[src/rtl/seg_bin2bcd_pkg.sv]
// Shared types and constants for the sequential binary-to-BCD converter.
package seg_bin2bcd_pkg;

  typedef enum logic [1:0] {
    IDLE = 2'd0,
    CONV = 2'd1,
    DONE = 2'd2
  } state_t;

  localparam int BIN_W      = 20;
  localparam int DIGITS     = 6;
  localparam int INT_DIGITS = 7;
  localparam int CNT_W      = 5;

  localparam logic [DIGITS*4-1:0] BCD_MAX    = 24'h999999;
  localparam logic [CNT_W-1:0]    LAST_SHIFT = 5'd19;

endpackage

[src/rtl/seg_bin2bcd_add3.sv]
// Double-dabble nibble correction: adds 3 to any digit of 5 or more before the shift.
module bcd_add3 (
  input  logic [3:0] nib,
  output logic [3:0] adj
);

  assign adj = (nib >= 4'd5) ? nib + 4'd3 : nib;

endmodule

[src/rtl/seg_bin2bcd.sv]
// 20-bit binary to six-digit packed BCD, one shift-and-add-3 step per cycle,
// with optional clamping of out-of-range values to 999999.
module seg_bin2bcd
  import seg_bin2bcd_pkg::*;
#(
  parameter bit CLAMP = 1'b1
) (
  input  logic                clk,
  input  logic                resetn,
  input  logic                in_valid,
  output logic                in_ready,
  input  logic [BIN_W-1:0]    in_data,
  output logic [DIGITS*4-1:0] out_bcd,
  output logic                out_valid,
  output logic                out_ovf
);

  state_t                     state;
  state_t                     next_state;
  logic [BIN_W-1:0]           bin_sh;
  logic [INT_DIGITS*4-1:0]    bcd_sh;
  logic [INT_DIGITS*4-1:0]    bcd_adj;
  logic [CNT_W-1:0]           cnt;
  logic                       ovf;

  // One correction cell per internal digit, all applied in the same cycle.
  for (genvar i = 0; i < INT_DIGITS; i++) begin : g_add3
    bcd_add3 u_add3 (
      .nib (bcd_sh[4*i +: 4]),
      .adj (bcd_adj[4*i +: 4])
    );
  end

  assign in_ready = (state == IDLE);
  assign ovf      = (bcd_sh[INT_DIGITS*4-1 -: 4] != 4'd0);

  always_ff @(posedge clk or negedge resetn) begin
    if (!resetn) state <= IDLE;
    else         state <= next_state;
  end

  always_comb begin
    next_state = state;
    case (state)
      IDLE:    if (in_valid)            next_state = CONV;
      CONV:    if (cnt == LAST_SHIFT)   next_state = DONE;
      DONE:                             next_state = IDLE;
      default:                          next_state = IDLE;
    endcase
  end

  always_ff @(posedge clk or negedge resetn) begin
    if (!resetn) begin
      bin_sh    <= '0;
      bcd_sh    <= '0;
      cnt       <= '0;
      out_bcd   <= '0;
      out_ovf   <= 1'b0;
      out_valid <= 1'b0;
    end else begin
      out_valid <= 1'b0;
      case (state)
        IDLE: begin
          if (in_valid) begin
            bin_sh <= in_data;
            bcd_sh <= '0;
            cnt    <= '0;
          end
        end
        CONV: begin
          {bcd_sh, bin_sh} <= {bcd_adj, bin_sh} << 1;
          cnt              <= cnt + 5'd1;
        end
        DONE: begin
          // The seventh digit only exists to detect values above 999999.
          if (CLAMP && ovf) out_bcd <= BCD_MAX;
          else              out_bcd <= bcd_sh[DIGITS*4-1:0];
          out_ovf   <= ovf;
          out_valid <= 1'b1;
        end
        default: ;
      endcase
    end
  end

endmodule

[config.mk]
export PLATFORM = sky130hd
export DESIGN_NAME = seg_bin2bcd
export DESIGN_NICKNAME = d
export VERILOG_FILES = /design/src/rtl/seg_bin2bcd_pkg.sv /design/src/rtl/seg_bin2bcd_add3.sv /design/src/rtl/seg_bin2bcd.sv
export SDC_FILE = /design/constraint.sdc
export NUM_CORES = 1
export LEC_CHECK = 0
export CELL_PAD_IN_SITES_DETAIL_PLACEMENT = 1
export CELL_PAD_IN_SITES_GLOBAL_PLACEMENT = 1
export CORE_MARGIN = 2
export CORE_UTILIZATION = 30
export CTS_CLUSTER_DIAMETER = 80
export DETAILED_ROUTE_END_ITERATION = 10
export GPL_ROUTABILITY_DRIVEN = 0
export PLACE_DENSITY = 0.58
export SLEW_MARGIN = 15
export SYNTH_ARGS = -nofsm -noshare
export SYNTH_HDL_FRONTEND = slang
export SYNTH_SLANG_ARGS = --single-unit
[constraint.sdc]
create_clock -name clk -period 2 [get_ports clk]
set_clock_uncertainty 0.15 [all_clocks]
set_input_delay 0.4 -clock clk [delete_from_list [all_inputs] [get_ports clk]]
set_output_delay 0.4 -clock clk [all_outputs]
set_load 0.05 [all_outputs]
==> flow_summary.yaml <==
status:
  outcome: "finished, final reports clean"
routing:
  viasPerCell: 5.08
  initialDrtViolationCount: 155
  drt-total-wl_mm: 10.0
  drc: 0
  wl_per_cell_microns: 16.5
  postRouteAntennaNets: 0
  via_count: 3088
  dr.pass1.iters: 4
worst_setup_path:
  arrival_ps: 1300
  r2r_cells: 5
  worstPathMaxFanout: 13
  end_kind: "output port"
  cp.depth: 3
  cp.required_ps: 1450
  path_cells: "buf_4 > nor2_2 > buf_12"
  cpLargestDelayFamily: "flip-flops"
  startpoint_type: "flop"
  cp_slowest_stage_delay_ps: 420
  crit_slowest_cell: "dfrtp_1"
  path_class: "reg2out"
  crit_buf_inv: 2
power_and_ir_drop:
  clkPwrFrac_pct: 21.7
  power.density_nw_per_um2: 1680
  p_int_w: 0.00485
  p_comb_share_pct: 44.5
  ir_drop_v: 0.000482
  p_total_w: 0.00827
  p_leak_nw: 2.12
  power.switching_w: 0.00342
  swShare_pct: 41.3
  p_seq_share_pct: 33.7
sta:
  final-setup-viol-count: 0
  finalHoldViolations: 0
  maxSlewViolCount: 0
  rsz0062_at_grt: "no"
  tightestPinTransition_ps: 491
  period_minus_slack_ps: 1850
  max-slew-margin-rel_pct: 67.2
  fin_crit_sh_pct: 92.3
  fmax_mhz: 542
  tns_ps: 0
global_routing:
  antenna_found_initial: 0
  grt_first_pass_wirelength_mm: 17.3
  track_usage_pct: 15.7
  grt_max_degree: 82
  grt_overflow_total: 0
  grt_pass1_vias: 3362
yosys:
  syn-cell-area_sq_um: 3860
  ys_types: 38
  synthFlopType: "dfrtp_1"
  async_reset_ff_share_pct: 100
  syn_nets: 414
  synth-edff-count: 0
  ys_seq_elements: 81
  synthTopCellsByCount: "81 x dfrtp_1, 49 x nand2_1, 35 x o21ai_0, 28 x inv_1"
  ys_seq_area_share_pct: 52.5
  yosys.cell_count.top_type: "dfrtp_1"
  synth_top_area_share_pct: 52.5
  synth.area.top_cells: "dfrtp_1 53%, ha_1 5.2%, nand2_1 4.8%, o21ai_0 4.5%, o2111ai_1 3.2%"
  yosysWarnings: 0
  synth_top_area_cell: "dfrtp_1"
  synth_cells: 375
  avgSynthCellArea_sq_um: 10.3
clocking:
  cts_tree: "done"
  htree_levels: 3
  path_clk_slew_ps: 60
  root_buffer: "clkbuf_16"
  clk_latency_ps: 340
  cts_max_path_buffers: 2
  clock-sinks: 81
  cts-buffers-inserted: 9
place:
  dpl.hpwl_mm: 6.70
  io_buffers: 49
floorplan:
  fp.coreArea_sq_um: 12600
  die_x_microns: 117
  die_area_sq_um: 13800
  io_pins: 50
  rows: 41
  initial_utilization_pct: 30.7
  fp.dieH_microns: 117
job:
  cap_violations: 0
finish:
  final_core_util_pct: 39.2
  nNetsFinal: 470
  syn2layout_area_growth_pct: 27.6
  antenna_cells: 0
  drive_gt1_share_pct: 15.6
hold_path:
  min_path_cells: 2
  hp-class: "reg2reg"
-- power by group through the flow --
stage | registers (W) | clock network, W | logic (W)
5_1_grt | 0.00290 | 0.00190 | 0.00411
4_1_cts | 0.00280 | 0.00185 | 0.00372
6_report | 0.00279 | 0.00180 | 0.00368
2_1_floorplan | 0.00338 | 0 | 0.00196
3_3_place_gp | 0.00279 | 0 | 0.00361
3_5_place_dp | 0.00282 | 0 | 0.00370
-- metal layers --
metal / vias to the layer above / track usage [%] / wire length [microns]
li1: 1468 / - / -
met1: 1560 / 20.5 / 4870
met2: 43 / 25.3 / 4730
met3: 17 / 2.82 / 228
met4: 0 / 7.08 / 214
met5: - / 0 / 0
-- cells in the final DEF, fill, tap and decap left out, types with 2 or more instances in the layout --
cell / netlist / final
o221ai_1: 7 / 7
a22oi_1: 16 / 16
ha_1: 16 / 16
buf_12: 0 / 7
mux2i_1: 2 / 2
a32o_1: 8 / 8
buf_4: 6 / 38
clkdlybuf4s50_1: 0 / 21
xnor2_1: 6 / 6
o21a_1: 7 / 7
o311ai_1: 7 / 7
a21oi_1: 15 / 15
o32ai_1: 6 / 6
nor2b_1: 9 / 8
o21ai_0: 35 / 35
nand4_1: 2 / 2
o21ai_1: 6 / 6
clkinv_2: 0 / 2
and3b_1: 3 / 3
clkbuf_16: 0 / 9
dfrtp_1: 81 / 81
nand2_1: 49 / 49
nor2_1: 16 / 15
inv_1: 28 / 28
o31ai_1: 7 / 7
o2111ai_1: 14 / 14
bufinv_16: 0 / 2
-- metrics by stage --
stage               std cells  cell area, sq um  hold WS, ps  setup WS, ps
floorplan                 375              3860        -45.6           243
global placement          591              4590          314           126
detailed placement        591              4590          322          80.4
CTS                       608              4920          335          45.3
global route              608              4920          357          88.0
finish                    608              4920          330           153
-- tightest hold or removal path, delay by kind of cell (launching register included) --
| kind | cells | cell delay (ps) |
|---|---|---|
| AO/OA/AOI/OAI | 1 | 60 |
| flip-flops | 1 | 340 |
| AND/OR/NAND/NOR | 1 | 50 |
-- registers in the layout, summed over array words and instances, names as in the netlist --
signal	count
bcd_sh	28
bin_sh	20
cnt	5
out_bcd	24
out_ovf	1
out_valid	1
state	2
-- final timing paths --
check                      slack [ps]          end        from
setup reg to reg                  320   bcd_sh[18]  bcd_sh[16]
hold / removal                    330    bin_sh[3]   bin_sh[3]
setup / recovery                  150     in_ready    state[0]
min in group asynchronous         450  out_bcd[23]      resetn
max in group asynchronous         820   bin_sh[17]      resetn
hold reg to reg                   330    bin_sh[3]   bin_sh[3]
-- cells by family (layout without fill, tap and decap cells) --
group | count (synthesis) | in the layout | synth area share [%]
XOR/XNOR | 6 | 6 | 1.36
flip-flops | 81 | 81 | 52.5
AND/OR/NAND/NOR | 88 | 88 | 10.7
multiplexers | 2 | 2 | 0.519
adder cells (fa/ha/maj) | 16 | 16 | 5.19
buffers and inverters | 51 | 112 | 6.13
AO/OA/AOI/OAI | 131 | 131 | 23.6
-- cell type report --
class,instances,area (sq um)
clock buffer,11,243
clock inverter,5,78.8
fill,1398,7650
inverter,29,109
multi-input combinational,243,1600
sequential,81,2030
tap,172,215
timing repair buffer,67,646
-- what timing repair did --
| item | 4_1_cts | 5_1_grt |
|---|---|---|
| buffers inserted | 0 | 0 |
| hold buffers | 1 | 0 |
| endpoints found under the hold margin | 81 | 0 |
| resized for setup | 0 | 1 |
| endpoints found under the setup margin | 0 | 1 |
Note: power is estimated with default switching activity, not from simulation.
